## src/rtl/multi_alarm_clock.sv

```systemverilog
// multi_alarm_clock: time-of-day clock with a one-second prescaler,
// 12/24-hour display mapping, validated register writes and N_ALARMS
// independent alarms with auto-clearing ring and optional snooze.
// Optional feature macro: SNOOZE_EN enables the SNOOZED alarm state.
module multi_alarm_clock #(
    parameter int TICK_DIV   = 100000000,
    parameter int N_ALARMS   = 4,
    parameter int RING_SEC   = 60,
    parameter int SNOOZE_SEC = 300
) (
    input  logic                clk,
    input  logic                rst_n,
    input  logic                set_valid,
    input  logic [2:0]          set_target,
    input  logic [1:0]          set_sel,
    input  logic [5:0]          set_data,
    input  logic                mode12,
    input  logic [N_ALARMS-1:0] alarm_en,
    input  logic                alarm_ack,
    input  logic                snooze,
    output logic [4:0]          hours,
    output logic [5:0]          minutes,
    output logic [5:0]          seconds,
    output logic                pm,
    output logic                tick,
    output logic [N_ALARMS-1:0] ringing,
    output logic                set_err
);

    localparam int PW   = $clog2(TICK_DIV);
    localparam int CMAX = (RING_SEC > SNOOZE_SEC) ? RING_SEC : SNOOZE_SEC;
    localparam int CW   = $clog2(CMAX + 1);
    localparam logic [PW-1:0] PRESC_LAST = PW'(TICK_DIV - 1);
    localparam logic [CW-1:0] RING_LAST  = CW'(RING_SEC - 1);
`ifdef SNOOZE_EN
    localparam logic [CW-1:0] SNOOZE_LAST = CW'(SNOOZE_SEC - 1);
`endif

    // Time-of-day and prescaler state
    logic [PW-1:0] r_presc;
    logic          r_tick;
    logic          r_set_err;
    logic [4:0]    r_hour;
    logic [5:0]    r_min;
    logic [5:0]    r_sec;

    // Alarm set points
    logic [4:0]    r_al_h [N_ALARMS];
    logic [5:0]    r_al_m [N_ALARMS];
    logic [5:0]    r_al_s [N_ALARMS];

    logic          w_range_ok;
    logic          w_tgt_ok;
    logic          w_wr_ok;
    logic          w_wr_err;
    logic          w_time_wr;
    logic          w_sec_wr;
    logic [PW-1:0] w_presc_nxt;
    logic [4:0]    w_hour_inc;
    logic [5:0]    w_min_inc;
    logic [5:0]    w_sec_inc;
    logic [4:0]    w_hours;
    logic [N_ALARMS-1:0] w_match;

    // Write validation: field range and target existence
    always_comb begin
        w_range_ok = 1'b0;
        case (set_sel)
            2'd0:    w_range_ok = (set_data <= 6'd23);
            2'd1:    w_range_ok = (set_data <= 6'd59);
            2'd2:    w_range_ok = (set_data <= 6'd59);
            default: w_range_ok = 1'b0;
        endcase
    end

    assign w_tgt_ok  = ({1'b0, set_target} <= 4'(N_ALARMS));
    assign w_wr_ok   = set_valid & w_range_ok & w_tgt_ok;
    assign w_wr_err  = set_valid & ~(w_range_ok & w_tgt_ok);
    assign w_time_wr = w_wr_ok & (set_target == 3'd0);
    assign w_sec_wr  = w_time_wr & (set_sel == 2'd2);

    // Prescaler next value; an accepted seconds write realigns the second
    always_comb begin
        if (w_sec_wr) begin
            w_presc_nxt = '0;
        end else if (r_presc == PRESC_LAST) begin
            w_presc_nxt = '0;
        end else begin
            w_presc_nxt = r_presc + {{(PW-1){1'b0}}, 1'b1};
        end
    end

    // Post-increment time with all carries resolved in one cycle
    always_comb begin
        w_hour_inc = r_hour;
        w_min_inc  = r_min;
        w_sec_inc  = r_sec;
        if (r_tick) begin
            if (r_sec == 6'd59) begin
                w_sec_inc = 6'd0;
                if (r_min == 6'd59) begin
                    w_min_inc  = 6'd0;
                    w_hour_inc = (r_hour == 5'd23) ? 5'd0 : (r_hour + 5'd1);
                end else begin
                    w_min_inc = r_min + 6'd1;
                end
            end else begin
                w_sec_inc = r_sec + 6'd1;
            end
        end else begin
            w_sec_inc = r_sec;
        end
    end

    // Prescaler, tick pulse, error pulse and time-of-day registers
    always_ff @(posedge clk or negedge rst_n) begin
        if (!rst_n) begin
            r_presc   <= '0;
            r_tick    <= 1'b0;
            r_set_err <= 1'b0;
            r_hour    <= 5'd0;
            r_min     <= 6'd0;
            r_sec     <= 6'd0;
        end else begin
            r_presc   <= w_presc_nxt;
            r_tick    <= (w_presc_nxt == PRESC_LAST);
            r_set_err <= w_wr_err;
            if (w_time_wr) begin
                case (set_sel)
                    2'd0:    r_hour <= set_data[4:0];
                    2'd1:    r_min  <= set_data;
                    2'd2:    r_sec  <= set_data;
                    default: r_sec  <= r_sec;
                endcase
            end else if (r_tick) begin
                r_hour <= w_hour_inc;
                r_min  <= w_min_inc;
                r_sec  <= w_sec_inc;
            end
        end
    end

    // Alarm set-point registers
    always_ff @(posedge clk or negedge rst_n) begin
        if (!rst_n) begin
            for (int k = 0; k < N_ALARMS; k++) begin
                r_al_h[k] <= 5'd0;
                r_al_m[k] <= 6'd0;
                r_al_s[k] <= 6'd0;
            end
        end else begin
            for (int k = 0; k < N_ALARMS; k++) begin
                if (w_wr_ok && (set_target == 3'(k + 1))) begin
                    case (set_sel)
                        2'd0:    r_al_h[k] <= set_data[4:0];
                        2'd1:    r_al_m[k] <= set_data;
                        2'd2:    r_al_s[k] <= set_data;
                        default: r_al_s[k] <= r_al_s[k];
                    endcase
                end
            end
        end
    end

`ifdef SNOOZE_EN
    typedef enum logic [1:0] {ST_IDLE = 2'd0, ST_RING = 2'd1, ST_SNZ = 2'd2} state_t;
`else
    typedef enum logic [1:0] {ST_IDLE = 2'd0, ST_RING = 2'd1} state_t;
    logic w_snooze_unused;
    assign w_snooze_unused = snooze;
`endif

    genvar g;
    generate
        for (g = 0; g < N_ALARMS; g++) begin : g_alarm
            state_t        r_state;
            logic [CW-1:0] r_cnt;
            logic          r_ring;

            // Matches only come from a real tick, never from a time write
            assign w_match[g] = r_tick & ~w_time_wr & alarm_en[g] &
                                (w_hour_inc == r_al_h[g]) &
                                (w_min_inc  == r_al_m[g]) &
                                (w_sec_inc  == r_al_s[g]);
            assign ringing[g] = r_ring;

            // Per-alarm state machine; a fresh match outranks ack/disable
            always_ff @(posedge clk or negedge rst_n) begin
                if (!rst_n) begin
                    r_state <= ST_IDLE;
                    r_cnt   <= '0;
                    r_ring  <= 1'b0;
                end else begin
                    case (r_state)
                        ST_IDLE: begin
                            if (w_match[g]) begin
                                r_state <= ST_RING;
                                r_cnt   <= '0;
                                r_ring  <= 1'b1;
                            end else begin
                                r_ring  <= 1'b0;
                            end
                        end
                        ST_RING: begin
                            if (w_match[g]) begin
                                r_cnt   <= '0;
                                r_ring  <= 1'b1;
                            end else if (alarm_ack || !alarm_en[g]) begin
                                r_state <= ST_IDLE;
                                r_ring  <= 1'b0;
`ifdef SNOOZE_EN
                            end else if (snooze) begin
                                r_state <= ST_SNZ;
                                r_cnt   <= '0;
                                r_ring  <= 1'b0;
`endif
                            end else if (r_tick) begin
                                if (r_cnt == RING_LAST) begin
                                    r_state <= ST_IDLE;
                                    r_ring  <= 1'b0;
                                end else begin
                                    r_cnt   <= r_cnt + {{(CW-1){1'b0}}, 1'b1};
                                end
                            end
                        end
`ifdef SNOOZE_EN
                        ST_SNZ: begin
                            if (w_match[g]) begin
                                r_state <= ST_RING;
                                r_cnt   <= '0;
                                r_ring  <= 1'b1;
                            end else if (alarm_ack || !alarm_en[g]) begin
                                r_state <= ST_IDLE;
                                r_ring  <= 1'b0;
                            end else if (r_tick) begin
                                if (r_cnt == SNOOZE_LAST) begin
                                    r_state <= ST_RING;
                                    r_cnt   <= '0;
                                    r_ring  <= 1'b1;
                                end else begin
                                    r_cnt   <= r_cnt + {{(CW-1){1'b0}}, 1'b1};
                                end
                            end
                        end
`endif
                        default: begin
                            r_state <= ST_IDLE;
                            r_cnt   <= '0;
                            r_ring  <= 1'b0;
                        end
                    endcase
                end
            end
        end
    endgenerate

    // Display hour mapping for 12-hour mode (0 shows as 12)
    always_comb begin
        if (!mode12) begin
            w_hours = r_hour;
        end else if (r_hour == 5'd0) begin
            w_hours = 5'd12;
        end else if (r_hour > 5'd12) begin
            w_hours = r_hour - 5'd12;
        end else begin
            w_hours = r_hour;
        end
    end

    assign hours   = w_hours;
    assign minutes = r_min;
    assign seconds = r_sec;
    assign pm      = (r_hour >= 5'd12);
    assign tick    = r_tick;
    assign set_err = r_set_err;

endmodule

```

## config.mk

```make
export PLATFORM = sky130hd
export DESIGN_NAME = multi_alarm_clock
export DESIGN_NICKNAME = d
export VERILOG_FILES = /design/src/rtl/multi_alarm_clock.sv
export SDC_FILE = /design/constraint.sdc
export NUM_CORES = 1
export LEC_CHECK = 0
export BUFFER_PORTS_ARGS = -buffer_cell sky130_fd_sc_hd__buf_4
export CORE_ASPECT_RATIO = 0.6
export CORE_UTILIZATION = 33
export CTS_BUF_LIST = sky130_fd_sc_hd__clkbuf_4 sky130_fd_sc_hd__clkbuf_8
export DETAILED_ROUTE_END_ITERATION = 8
export SYNTH_ARGS = -nofsm -noshare
export SYNTH_HDL_FRONTEND = slang
export SYNTH_SLANG_ARGS = --single-unit
```

## constraint.sdc

```tcl
create_clock -name clk -period 3.7 [get_ports clk]
set_clock_uncertainty 0.05 [all_clocks]
set_input_delay 0 -clock clk [delete_from_list [all_inputs] [get_ports clk]]
set_output_delay 0 -clock clk [all_outputs]
set_load 0.01 [all_outputs]
```

Word level (Yosys, flattened, before mapping)
Index checks and enable logic that the tools add are counted.
Widths: inputs -> output; s select.

word-level totals
  flip-flop bits (word level) = 162
  bits of input ports = 21
  output and inout bits = 24
  word-level logic and storage cells = 283

operators by class
  $add $sub $neg = 9
  order comparisons = 5
  equality and inequality tests = 70
  multiplexer cells = 96
  bitwise gates (word level) = 25
  reduce and logical (&&, ||, !) cells = 48

operator list
  cell                   number
  $mux 9                 20
  $pmux 9 s2             4
  $mux 6                 11
  $ne 3x3->1 const B     20
  $eq 27x27->1 const B   2
  $mux 27                2
  $mux 5                 10
  $eq 6x6->1             8
  $mux 2                 20
  $reduce_and 2->1       19
  $add 9x1->9 const B    4
  $eq 9x6->1 const B     4
  $ne 4x4->1 const B     8
  $reduce_and 4->1       8
  $add 27x1->27 const B  1
  $and 1x1->1            23
  $eq 5x5->1             4
  $mux 1                 20
  $ne 2x2->1 const B     8
  $pmux 2 s2             4
  $add 6x1->6 const B    2
  $eq 6x6->1 const B     2
  $eq 2x1->1 const B     5
  $logic_not 2->1        5
  other kinds (22)       39

Depth between registers and ports, before layout
Gate-level depths: netlist (run 1).

  word-level depth = 14
  depth in mapped cells = 12
  gate-level depth less buffers = 10

Worst setup path before layout (run 1)
Ideal clock, no wire load.

  path kind = register to register
  from = reg r_sec[0] (netlist: seconds[0])
  to = reg g_alarm[0].r_cnt[0]
  library setup time = 0.119 ns
  arrival = 2.910 ns
  data required time = 3.531 ns
  path slack = 0.622 ns
  stages on the path, launching flop included = 11
  path buffers = 1
  cells stage by stage = dfrtp_1 -> ha_1 -> nand3_2 -> nor4_4 -> mux2i_2 -> xnor2_1 -> a2111oi_0 -> nand4_1 -> nor4_2 -> buf_4 -> nor2_1

on the way
  longest elaborated chain between the ends = 9
  elaborated cells between the ends (all ways) = 21
  those cells by class = 1 x add/sub; 8 x eq/ne; 8 x mux; 3 x bitwise; 1 x reduce/logical

ends and longest elaborated chain
  item                                                             line  RTL
  from (decl)                                                      45    logic [5:0] r_sec;
  from (signal assigned)                                           132   2'd2: r_sec <= set_data;
  from (signal assigned)                                           133   default: r_sec <= r_sec;
  from (signal assigned)                                           138   r_sec <= w_sec_inc;
  branches (longest 6 deep; another with $add 6x1->6)              n/a
  $and 1x1->1 (*)                                                  183   (w_min_inc == r_al_m[g]) &
  $ne 3x3->1 (no line) (tied with other cells)                     n/a
  $reduce_and 4->1 (no line) / $pmux 9 s2 (equally long branches)  n/a
  to (signal assigned)                                             222   r_cnt <= r_cnt + {{(CW-1){1'b0}}, 1'b1};
  to (decl)                                                        177   logic [CW-1:0] r_cnt;

Mark *: on every way between the ends.
A chain may end at the register's enable or synchronous reset.

Worst setup path after layout (run 1)
  from = reg r_tick (netlist: tick)
  to = reg g_alarm[2].r_state[0]

on the way
  longest elaborated chain between the ends = 7
  elaborated cells between the ends (all ways) = 15
  those cells by class = 6 x eq/ne; 3 x mux; 5 x bitwise; 1 x reduce/logical

ends and longest elaborated chain
  item                                              line      RTL
  from (decl)                                       41        logic r_tick;
  from (signal assigned)                            126       r_tick <= (w_presc_nxt == PRESC_LAST);
  $mux 5 / $and 1x1->1 (equally long branches)      98, 181
  $eq 5x5->1 / $and 1x1->1 (equally long branches)  182, 181
  $and 1x1->1                                       181       assign w_match[g] = r_tick & ~w_time_wr & alarm_en[g] &
  $and 1x1->1                                       182       (w_hour_inc == r_al_h[g]) &
  $and 1x1->1                                       183
  $ne 2x2->1 (no line)                              n/a
  $reduce_and 4->1 (no line) (*)                    n/a
  to (signal assigned)                              190       r_state <= ST_IDLE;
  to (signal assigned)                              197       r_state <= ST_RING;
  to (signal assigned)                              209       r_state <= ST_IDLE;
  to (decl)                                         176       state_t r_state;

Every way passes the cells marked *; elsewhere a longest branch is shown, timed or not.

==> results of run 1 <==
layout by cell type (no fill, tap or decap), types with 17 or more instances in the layout:
cell type                  instances
sky130_fd_sc_hd__clkbuf_8         20
sky130_fd_sc_hd__dfrtp_1         157
sky130_fd_sc_hd__buf_4            79
sky130_fd_sc_hd__nand4_1          26
sky130_fd_sc_hd__nor2_1          108
sky130_fd_sc_hd__inv_1            17
sky130_fd_sc_hd__nand2_1          82
sky130_fd_sc_hd__xnor2_1          61
sky130_fd_sc_hd__mux2_2           68
sky130_fd_sc_hd__xor2_1           57
sky130_fd_sc_hd__nor3_1           18
sky130_fd_sc_hd__and3_1           26
sky130_fd_sc_hd__o21ai_0          22
sky130_fd_sc_hd__nand3_1          26
sky130_fd_sc_hd__a21oi_1          22
Yosys cell counts, types with 4 or more instances:
cell | count | area (sq um)
sky130_fd_sc_hd__a2111oi_0 | 8 | 70.1
sky130_fd_sc_hd__a211oi_1 | 6 | 45.0
sky130_fd_sc_hd__a21o_1 | 9 | 67.6
sky130_fd_sc_hd__a21oi_1 | 22 | 110
sky130_fd_sc_hd__a221o_1 | 10 | 100
sky130_fd_sc_hd__a221oi_1 | 5 | 43.8
sky130_fd_sc_hd__a31oi_1 | 6 | 37.5
sky130_fd_sc_hd__and2_1 | 8 | 50.1
sky130_fd_sc_hd__and3_1 | 26 | 163
sky130_fd_sc_hd__and4_1 | 7 | 61.3
sky130_fd_sc_hd__buf_2 | 7 | 35.0
sky130_fd_sc_hd__buf_4 | 11 | 82.6
sky130_fd_sc_hd__clkbuf_1 | 30 | 113
sky130_fd_sc_hd__dfrtp_1 | 158 | 3950
sky130_fd_sc_hd__ha_1 | 16 | 200
sky130_fd_sc_hd__inv_1 | 17 | 63.8
sky130_fd_sc_hd__mux2_2 | 68 | 766
sky130_fd_sc_hd__mux2i_1 | 13 | 130
sky130_fd_sc_hd__nand2_1 | 82 | 308
sky130_fd_sc_hd__nand2b_1 | 9 | 56.3
sky130_fd_sc_hd__nand3_1 | 26 | 130
sky130_fd_sc_hd__nand4_1 | 26 | 163
sky130_fd_sc_hd__nor2_1 | 108 | 405
sky130_fd_sc_hd__nor2b_1 | 6 | 37.5
sky130_fd_sc_hd__nor3_1 | 18 | 90.1
sky130_fd_sc_hd__nor3b_1 | 9 | 67.6
sky130_fd_sc_hd__nor4_1 | 15 | 93.8
sky130_fd_sc_hd__nor4b_1 | 5 | 43.8
sky130_fd_sc_hd__o211ai_1 | 4 | 30.0
sky130_fd_sc_hd__o21ai_0 | 22 | 110
sky130_fd_sc_hd__o22ai_1 | 4 | 25.0
sky130_fd_sc_hd__or2_2 | 7 | 43.8
sky130_fd_sc_hd__or3_1 | 4 | 25.0
sky130_fd_sc_hd__xnor2_1 | 61 | 534
sky130_fd_sc_hd__xor2_1 | 57 | 499
through the flow:
stage	power, W	hold WS (ns)
5_1_grt	0.00459	0.0850
3_5_place_dp	0.00308	0.112
2_1_floorplan	0.00268	-0.346
3_3_place_gp	0.00307	0.115
6_report	0.00438	0.0493
4_1_cts	0.00440	0.00613
state kept, by name (all words and copies together), names as in the netlist, 4 cells and up:
register,flops
r_al_h,20
r_presc,27
g_alarm.r_ring,4
r_al_s,24
r_hour,5
g_alarm.r_state,4
minutes,6
seconds,6
r_al_m,24
g_alarm.r_cnt,36
area by class of cell:
| cell class | count | share of cell area |
|---|---|---|
| Clock inverter | 12 | 0.0103 |
| Tap cell | 367 | 0.0430 |
| Sequential cell | 158 | 0.370 |
| Inverter | 17 | 0.00598 |
| Timing Repair Buffer | 97 | 0.0736 |
| Clock buffer | 20 | 0.0258 |
| Multi-Input combinational cell | 722 | 0.471 |
final timing paths:
kind / startpoint / endpoint / slack (ns) / cells past startpoint
worst max-delay path: tick / g_alarm[2].r_state[0] / 0.03 / 11
worst min-delay path: set_target[1] / r_al_h[6] / 0.05 / 3
worst max register to register: tick / g_alarm[2].r_state[0] / 0.03 / 11
worst min register to register: g_alarm[1].r_ring / g_alarm[1].r_ring / 0.44 / 1
max in group asynchronous: rst_n / seconds[4] / 2.59 / 3
min in group asynchronous: rst_n / r_al_h[6] / 0.12 / 2
timing repair:
| item | in CTS | in global routing |
|---|---|---|
| hold buffers | 15 | 0 |
| endpoints found under the hold margin | 193 | 0 |
| buffers inserted | 0 | 0 |
| setup endpoints to repair | 0 | 31 |
| gates resized for setup | 0 | 5 |
report_power, final:
| part | leakage (nW) | total (W) | internal [W] | switching [W] |
|---|---|---|---|---|
| Clock | 0.188 | 0.00129 | 0.000588 | 0.000705 |
| Combinational | 2.47 | 0.000947 | 0.000445 | 0.000502 |
| Sequential | 2.14 | 0.00214 | 0.00190 | 0.000240 |
worst max-delay path, cell delays in order, from the launching register on:
cell	delay, ns
sky130_fd_sc_hd__dfrtp_1	0.56
sky130_fd_sc_hd__buf_4	0.23
sky130_fd_sc_hd__nand4_1	0.32
sky130_fd_sc_hd__xor2_1	0.59
sky130_fd_sc_hd__nor3_1	0.08
sky130_fd_sc_hd__a2111oi_0	0.32
sky130_fd_sc_hd__buf_4	0.18
sky130_fd_sc_hd__nand4_1	0.09
sky130_fd_sc_hd__a2111oi_0	0.59
sky130_fd_sc_hd__and3_1	0.29
sky130_fd_sc_hd__buf_4	0.18
sky130_fd_sc_hd__or2_2	0.12
layer usage:
| layer | GRT usage | routed length [um] |
|---|---|---|
| met2 | 0.239 | 10200 |
| met4 | 0.0493 | 269 |
| met1 | 0.327 | 14600 |
| met3 | 0.0685 | 2800 |
| met5 | 0 | 0 |
cell families after synthesis:
logic type | synth area share
AND/OR/NAND/NOR | 0.208
flip-flops | 0.426
AO/OA/AOI/OAI | 0.102
XOR/XNOR | 0.111
multiplexers | 0.0979
buffers and inverters | 0.0338
adder cells (fa/ha/maj) | 0.0216
==> results_dict.tcl, run 1 <==
set metrics [dict create \
    dp_slack_ns 0.286 \
    multi_input_area_sq_um 5030 \
    end_kind "flop" \
    io_buffers 43 \
    antennaDiodeCount 0 \
    dieArea_sq_um 28800 \
    first_global_vias 7026 \
    grt_max_degree 95 \
    setup_slack_ns 0.0301 \
    n_fill_cell 2781 \
    yosys_warnings 0 \
    gp_congestion 0.975 \
    place_inst 1346 \
    tritoncts "yes" \
    clock-root-buffer "sky130_fd_sc_hd__clkbuf_8" \
    timing_worst_setup_path_type "flop to flop" \
    cts_made_buffers 17 \
    max_slew_margin 0.417 \
    cts.sink_count 158 \
    start_kind "flop" \
    post_route_cells_drive_above_1_share 0.202 \
    status "complete, no violations" \
    clock_path_buffers 2 \
    finalCritPeriodShare 0.992 \
    floorplan.die.height_um 132 \
    postSynthRegisterBits 158 \
    drtIter0Drc 850 \
    max_freq_mhz 272 \
    synth_area_sq_um 9290 \
    syn_avg_cell_area_sq_um 9.80 \
    grt_pass1_wl_um 43400 \
    number_of_levels_in_the_clock_h_tree 4 \
    cellPowerDensity_nw_per_um2 410 \
    fin_crit_ns 3.67 \
    antenna_left 0 \
    critical_path_arrival_ns 4.06 \
    hp-class "input port to flop" \
    leakage_nw 4.80 \
    fin_cells 1393 \
    final.setup.tns_ns 0 \
    timing.final.setup_violations 0 \
    total_grt_overflow 0 \
    worst-endpoint-required_ns 4.09 \
    detail_route.wl_per_cell_um 20.0 \
    syn_nets 985 \
    finalNetCount 1050 \
    grt_antenna_before_repair 0 \
    core-area_sq_um 27600 \
    async_flop_share 1.00 \
    synth.distinct_cells 72 \
    clk_transition_reported_paths_ns 0.09 \
    drt_pre_antenna_iters 5 \
    unrepaired_setup_endpoints_after_global_routing "no" \
    via_count 7493 \
    finalHoldViolCount 0 \
    critical_path_peak_fanout 11 \
    dpl.hpwl_um 20700 \
    postSynthCellCount 948 \
    final_core_util 0.386 \
    routed_via_density 5.38 \
    drc 0 \
    timing.max_cap.violations 0 \
    slew_viol_final 0 \
    ys.flop_type "sky130_fd_sc_hd__dfrtp_1" \
    area.growth.synth_to_final_pct 14.9 \
    area.sequential_sq_um 3960 \
    pin_count 45 \
    synth_edf_count 0 \
    start_util 0.336 \
    die_width_um 219 \
    row_count 47 \
    ys_seq_area_frac 0.426 \
    grt_util_all_layers 0.201 \
    placed_area_sq_um 10100 \
    clk-insertion-delay-late_ns 0.50 \
    route.final.wire_length_um 27900 \
    ir_drop_mv 0.220 \
    max_slew.worst_pin.slew_ns 0.874 \
    final_design_area_no_fill_sq_um 10700 \
]
(Power assumes the default switching activity.)
==> run 2, diff against run 1 <==
--- a/config.mk
+++ b/config.mk
@@ -8,7 +8,7 @@
 export BUFFER_PORTS_ARGS = -buffer_cell sky130_fd_sc_hd__buf_4
 export CORE_ASPECT_RATIO = 0.6
 export CORE_UTILIZATION = 33
-export CTS_BUF_LIST = sky130_fd_sc_hd__clkbuf_4 sky130_fd_sc_hd__clkbuf_8
+export CTS_BUF_LIST = sky130_fd_sc_hd__clkbuf_2
 export DETAILED_ROUTE_END_ITERATION = 8
 export SYNTH_ARGS = -nofsm -noshare
 export SYNTH_HDL_FRONTEND = slang
==> constraint.sdc (replaced) <==
create_clock -name clk -period 3 [get_ports clk]
set_clock_uncertainty 0.05 [all_clocks]
set_input_delay 0 -clock clk [delete_from_list [all_inputs] [get_ports clk]]
set_output_delay 0 -clock clk [all_outputs]
set_load 0.01 [all_outputs]
==> run 2 against run 1 <==
Effect of this change:
- fmax grew 23%
- global-route usage grew 1.7 points
- core utilization grew 2.7 points
- largest power group unchanged
==> results_dict.tcl, run 2 (same netlist as run 1, synthesis figures left out) <==
set metrics [dict create \
    timing.max_cap.violations 0 \
    area.sequential_sq_um 3950 \
    route.final.wire_length_um 30600 \
    io_buffers 43 \
    clock_path_buffers 2 \
    n_fill_cell 2735 \
    dpl.hpwl_um 22200 \
    timing_worst_setup_path_type "flop to flop" \
    cts_made_buffers 17 \
    unrepaired_setup_endpoints_after_global_routing "yes" \
    mostFrequentLayoutCell "sky130_fd_sc_hd__dfrtp_1" \
    clock-root-buffer "sky130_fd_sc_hd__clkbuf_2" \
    row_count 47 \
    cellPowerDensity_nw_per_um2 455 \
    biggestRegsByFlops "g_alarm.r_cnt x36, r_presc x27" \
    start_kind "flop" \
    number_of_levels_in_the_clock_h_tree 4 \
    worst_hold_slack_ns 0.0796 \
    detail_route.wl_per_cell_um 20.7 \
    gp_congestion 1.05 \
    finalPower_w 0.00520 \
    layout_common_cells "158 x sky130_fd_sc_hd__dfrtp_1, 129 x sky130_fd_sc_hd__buf_4, 102 x sky130_fd_sc_hd__nor2_1" \
    die_width_um 219 \
    p_sw_frac 0.361 \
    dieArea_sq_um 28800 \
    drc 0 \
    start_util 0.336 \
    finalCritPeriodShare 0.997 \
    largest_register "g_alarm.r_cnt" \
    grt_antenna_before_repair 0 \
    grt_util_all_layers 0.217 \
    largest_register_ff_count 36 \
    leakage_nw 5.18 \
    slew_viol_final 0 \
    core-area_sq_um 27600 \
    clock_power_share 0.221 \
    end_kind "flop" \
    hp-class "input port to flop" \
    final.setup.tns_ns 0 \
    floorplan.die.height_um 132 \
    critical_path_arrival_ns 3.71 \
    critical_path_peak_fanout 6 \
    multi_input_area_sq_um 5210 \
    sequentialPowerShare 0.501 \
    finalHoldViolCount 0 \
    tritoncts "yes" \
    cellInternalPower_w 0.00332 \
    clk_transition_reported_paths_ns 0.22 \
    power.net_switching_w 0.00188 \
    cts.sink_count 158 \
    drt_pre_antenna_iters 6 \
    first_global_vias 7636 \
    ir_drop_mv 0.246 \
    worst-endpoint-required_ns 3.72 \
    grt_pass1_wl_um 46700 \
    total_grt_overflow 0 \
    antenna_left 0 \
    final_design_area_no_fill_sq_um 11400 \
    pin_count 45 \
    grt_max_degree 66 \
    placed_area_sq_um 10500 \
    fin_crit_ns 2.99 \
    max_freq_mhz 334 \
    finalNetCount 1132 \
    antennaDiodeCount 0 \
    post_route_cells_drive_above_1_share 0.258 \
    drtIter0Drc 1008 \
    combPwrFrac 0.278 \
    status "complete, no violations" \
    max_slew_margin 0.569 \
    clk-insertion-delay-late_ns 0.84 \
    area.growth.synth_to_final_pct 23.0 \
    routed_via_density 5.46 \
    max_slew.worst_pin.slew_ns 0.645 \
    timing.final.setup_violations 0 \
    via_count 8051 \
]
run 2: metrics by stage:
stage                     utilization  setup slack (ns)  cells
after floorplan                     -            0.0254    948
after global placement          0.380            0.0338   1390
after global routing            0.413            -0.111   1474
after detailed placement        0.380           -0.0386   1390
final                           0.413           0.00941   1474
after CTS                       0.404          -0.00767   1462
run 2: worst paths after layout:
check / startpoint / end / slack (ns) / cells past startpoint
setup / recovery: minutes[0] / g_alarm[0].r_state[0] / 0.009 / 11
hold / removal: alarm_ack / g_alarm[0].r_ring / 0.08 / 4
setup reg to reg: minutes[0] / g_alarm[0].r_state[0] / 0.009 / 11
hold reg to reg: g_alarm[3].r_ring / g_alarm[3].r_ring / 0.47 / 1
max in group asynchronous: rst_n / r_al_m[2] / 2.29 / 4
min in group asynchronous: rst_n / g_alarm[2].r_cnt[8] / 0.19 / 4
run 2: layer usage:
metal	GRT usage	part of all wire	routed length (um)
met1	0.337	0.50	15200
met2	0.262	0.37	11300
met3	0.0957	0.12	3590
met4	0.0563	0.015	460
met5	0	0	0
run 2: critical path, cell delays in order, from the launching register on:
cell and delay, ns:
sky130_fd_sc_hd__dfrtp_1 0.41, sky130_fd_sc_hd__ha_2 0.21, sky130_fd_sc_hd__buf_6 0.13, sky130_fd_sc_hd__nand2_2 0.04
sky130_fd_sc_hd__or4_4 0.54, sky130_fd_sc_hd__nor3_4 0.20, sky130_fd_sc_hd__nand2b_4 0.18, sky130_fd_sc_hd__xor2_2 0.07
sky130_fd_sc_hd__or4_4 0.44, sky130_fd_sc_hd__nor4_4 0.39, sky130_fd_sc_hd__buf_6 0.18, sky130_fd_sc_hd__or2_4 0.11
run 2: power groups by stage:
| stage | registers (W) | logic [W] | clock network (W) |
|---|---|---|---|
| 6_report | 0.00261 | 0.00145 | 0.00115 |
| 3_5_place_dp | 0.00262 | 0.00130 | 0 |
| 5_1_grt | 0.00263 | 0.00156 | 0.00128 |
| 4_1_cts | 0.00259 | 0.00137 | 0.00119 |
| 2_1_floorplan | 0.00257 | 0.000746 | 0 |
| 3_3_place_gp | 0.00262 | 0.00129 | 0 |
run 2: repair_timing:
| item | in CTS | in global routing |
|---|---|---|
| gates cloned | 1 | 1 |
| pin swaps | 1 | 25 |
| gates resized for setup | 9 | 41 |
| endpoints found under the hold margin | 292 | 0 |
| endpoints found under the setup margin | 16 | 53 |
| setup buffers | 0 | 11 |
| hold buffers | 40 | 0 |
run 2: final cells by class:
| type | count | area share |
|---|---|---|
| clock buffers | 18 | 0.00788 |
| clock inverters | 13 | 0.0102 |
| inverters | 17 | 0.00558 |
| multi-input cells | 722 | 0.456 |
| flip-flops and latches | 158 | 0.346 |
| well taps | 367 | 0.0402 |
| repair buffers | 179 | 0.134 |
==> run 3, diff against run 2 <==
==> constraint.sdc (replaced) <==
create_clock -name clk -period 2.9 [get_ports clk]
set_clock_uncertainty 0.05 [all_clocks]
set_input_delay 0 -clock clk [delete_from_list [all_inputs] [get_ports clk]]
set_output_delay 0 -clock clk [all_outputs]
set_load 0.01 [all_outputs]
==> run 3 against run 2 <==
Effect of this change:
- clock power up 4%
- wire length up 1.3%
- hold slack better by 0.049 ns
- first-iteration DRC count down 21%
- fmax up 2.7%
- worst setup slack worse by 0.022 ns
- combinational power up 6%
- sequential power up 4%
- die area unchanged
- global-route usage up 0.21 points
- flip-flop and latch count unchanged
- largest cell class unchanged
- the run now ends with setup timing left
- highest routed layer is now met5
==> results_dict.tcl, run 3 (same netlist as run 1, synthesis figures left out) <==
set metrics [dict create \
    number_of_levels_in_the_clock_h_tree 4 \
    io_buffers 43 \
    fin_cells 1508 \
    grt_antenna_before_repair 1 \
    end_kind "flop" \
    critical_path_peak_fanout 8 \
    clk-insertion-delay-late_ns 0.81 \
    antenna_left 0 \
    tritoncts "yes" \
    status "finished, violations left" \
    worst_reg_to_reg_setup_slack_ns -0.01 \
    max_slew.worst_pin.slew_ns 0.575 \
    start_util 0.336 \
    die_width_um 219 \
    timing.max_cap.violations 0 \
    critical_path_arrival_ns 3.63 \
    grt_util_all_layers 0.219 \
    final_design_area_no_fill_sq_um 11800 \
    antennaDiodeCount 0 \
    list_of_cells_traversed_by_the_critical_path "buf_12, nand2_4, or4_4, a32o_2, a221oi_2, o2111a_1, nand4_1, nor4_4, buf_4, buf_6, or2_4" \
    clk_transition_reported_paths_ns 0.22 \
    largest_register_ff_count 36 \
    place_inst 1425 \
    placed_area_sq_um 10800 \
    setup_slack_ns -0.0130 \
    max_slew_margin 0.617 \
    worst-endpoint-required_ns 3.62 \
    drc 0 \
    timing_worst_setup_path_type "flop to flop" \
    drt_pre_antenna_iters 5 \
    cellPowerDensity_nw_per_um2 463 \
    finalHoldViolCount 0 \
    routed_via_density 5.43 \
    biggestRegsByFlops "g_alarm.r_cnt x36, r_presc x27" \
    worst_path_largest_cell_delay_ns 0.57 \
    pin_count 45 \
    floorplan.die.height_um 132 \
    finalCritPeriodShare 1.00 \
    leakage_nw 5.40 \
    timing.final.setup_violations 4 \
    worst_path_max_delay_cell "sky130_fd_sc_hd__or4_4" \
    crit_end "g_alarm[3].r_state[0]" \
    worst_r2r_endpoint "g_alarm[3].r_state[0]" \
    ir_drop_mv 0.223 \
    hp-class "input port to flop" \
    whs_path_depth 4 \
    clock_path_buffers 2 \
    slew_viol_final 0 \
    total_grt_overflow 0 \
    dpl.hpwl_um 22800 \
    fin_crit_ns 2.91 \
    detail_route.wl_per_cell_um 20.5 \
    mostFrequentLayoutCell "sky130_fd_sc_hd__buf_4" \
    clock-root-buffer "sky130_fd_sc_hd__clkbuf_2" \
    post_route_cells_drive_above_1_share 0.294 \
    gp_congestion 0.977 \
    r2r_cells 11 \
    finalNetCount 1166 \
    first_global_vias 7677 \
    violations_in_the_final_reports "setup timing" \
    layout_common_cells "169 x sky130_fd_sc_hd__buf_4, 155 x sky130_fd_sc_hd__dfrtp_1, 106 x sky130_fd_sc_hd__nor2_1" \
    crit-reg2reg-launch "tick" \
    grt_max_degree 78 \
    n_fill_cell 2729 \
    unrepaired_setup_endpoints_after_global_routing "yes" \
    start_kind "flop" \
    grt_pass1_wl_um 47000 \
    via_count 8191 \
    dieArea_sq_um 28800 \
    max_freq_mhz 343 \
    area.growth.synth_to_final_pct 26.9 \
    final_core_util 0.426 \
    worstSetupStartpoint "tick" \
    cts.sink_count 158 \
    route.final.wire_length_um 31000 \
    cts_made_buffers 17 \
    dp_slack_ns -0.232 \
    core-area_sq_um 27600 \
    row_count 47 \
    largest_register "g_alarm.r_cnt" \
    drtIter0Drc 792 \
]
==> run 3: layer usage <==
metal,wire (um),up-vias,global-route usage
li1,-,3742,-
met1,15800,4054,0.356
met2,11300,365,0.268
met3,3490,28,0.0745
met4,320,2,0.0443
met5,62,-,0.0150
==> run 3: worst min path at each step <==
stage | endpoint | slack, ns | from
6_report | r_al_s[15] | 0.13 | set_sel[1]
5_1_grt | r_al_s[15] | 0.07 | set_sel[1]
4_1_cts | r_al_s[15] | 0.003 | set_sel[1]
3_5_place_dp | set_err | -0.07 | rst_n
3_3_place_gp | set_err | -0.07 | rst_n
2_1_floorplan | g_alarm[0].r_cnt[0] | -0.35 | rst_n
==> run 3: worst max-delay path, delay by kind of cell, from the launching register on <==
kind	cells	cell delay, ns
AND/OR/NAND/NOR	5	1.13
buffers and inverters	3	0.47
flip-flops	1	0.45
AO/OA/AOI/OAI	3	0.78
==> run 3: layout make-up <==
cell class | instances | area [sq um] | share of cell area
clock inverters | 13 | 124 | 0.0105
multi-input cells | 722 | 5310 | 0.450
flip-flops and latches | 158 | 3960 | 0.336
inverters | 17 | 63.8 | 0.00541
repair buffers | 213 | 1780 | 0.151
well taps | 367 | 459 | 0.0390
clock buffers | 18 | 90.1 | 0.00764
==> run 3: report_power, final <==
group | total, W | switching (W) | internal (W) | leakage [nW]
Sequential | 0.00272 | 0.000289 | 0.00243 | 2.14
Clock | 0.00120 | 0.000812 | 0.000383 | 0.132
Combinational | 0.00154 | 0.000800 | 0.000743 | 3.13
Total | 0.00545 | 0.00190 | 0.00355 | 5.40
==> run 3: repair_timing <==
| action | in CTS | in global routing |
|---|---|---|
| endpoints found under the setup margin | 45 | 46 |
| endpoints found under the hold margin | 291 | 0 |
| pin swaps | 5 | 23 |
| hold buffers | 35 | 0 |
| setup buffers | 8 | 7 |
| cloned | 2 | 0 |
| gates resized for setup | 28 | 35 |
==> run 3: stage by stage <==
step	setup TNS, ns	total power, W	hold slack, ns
final	-0.0399	0.00545	0.128
after global routing	-2.83	0.00572	0.0674
after CTS	0	0.00540	0.00315
after detailed placement	-6.89	0.00409	-0.0688
after global placement	-8.32	0.00408	-0.0651
after floorplan	0	0.00343	-0.346
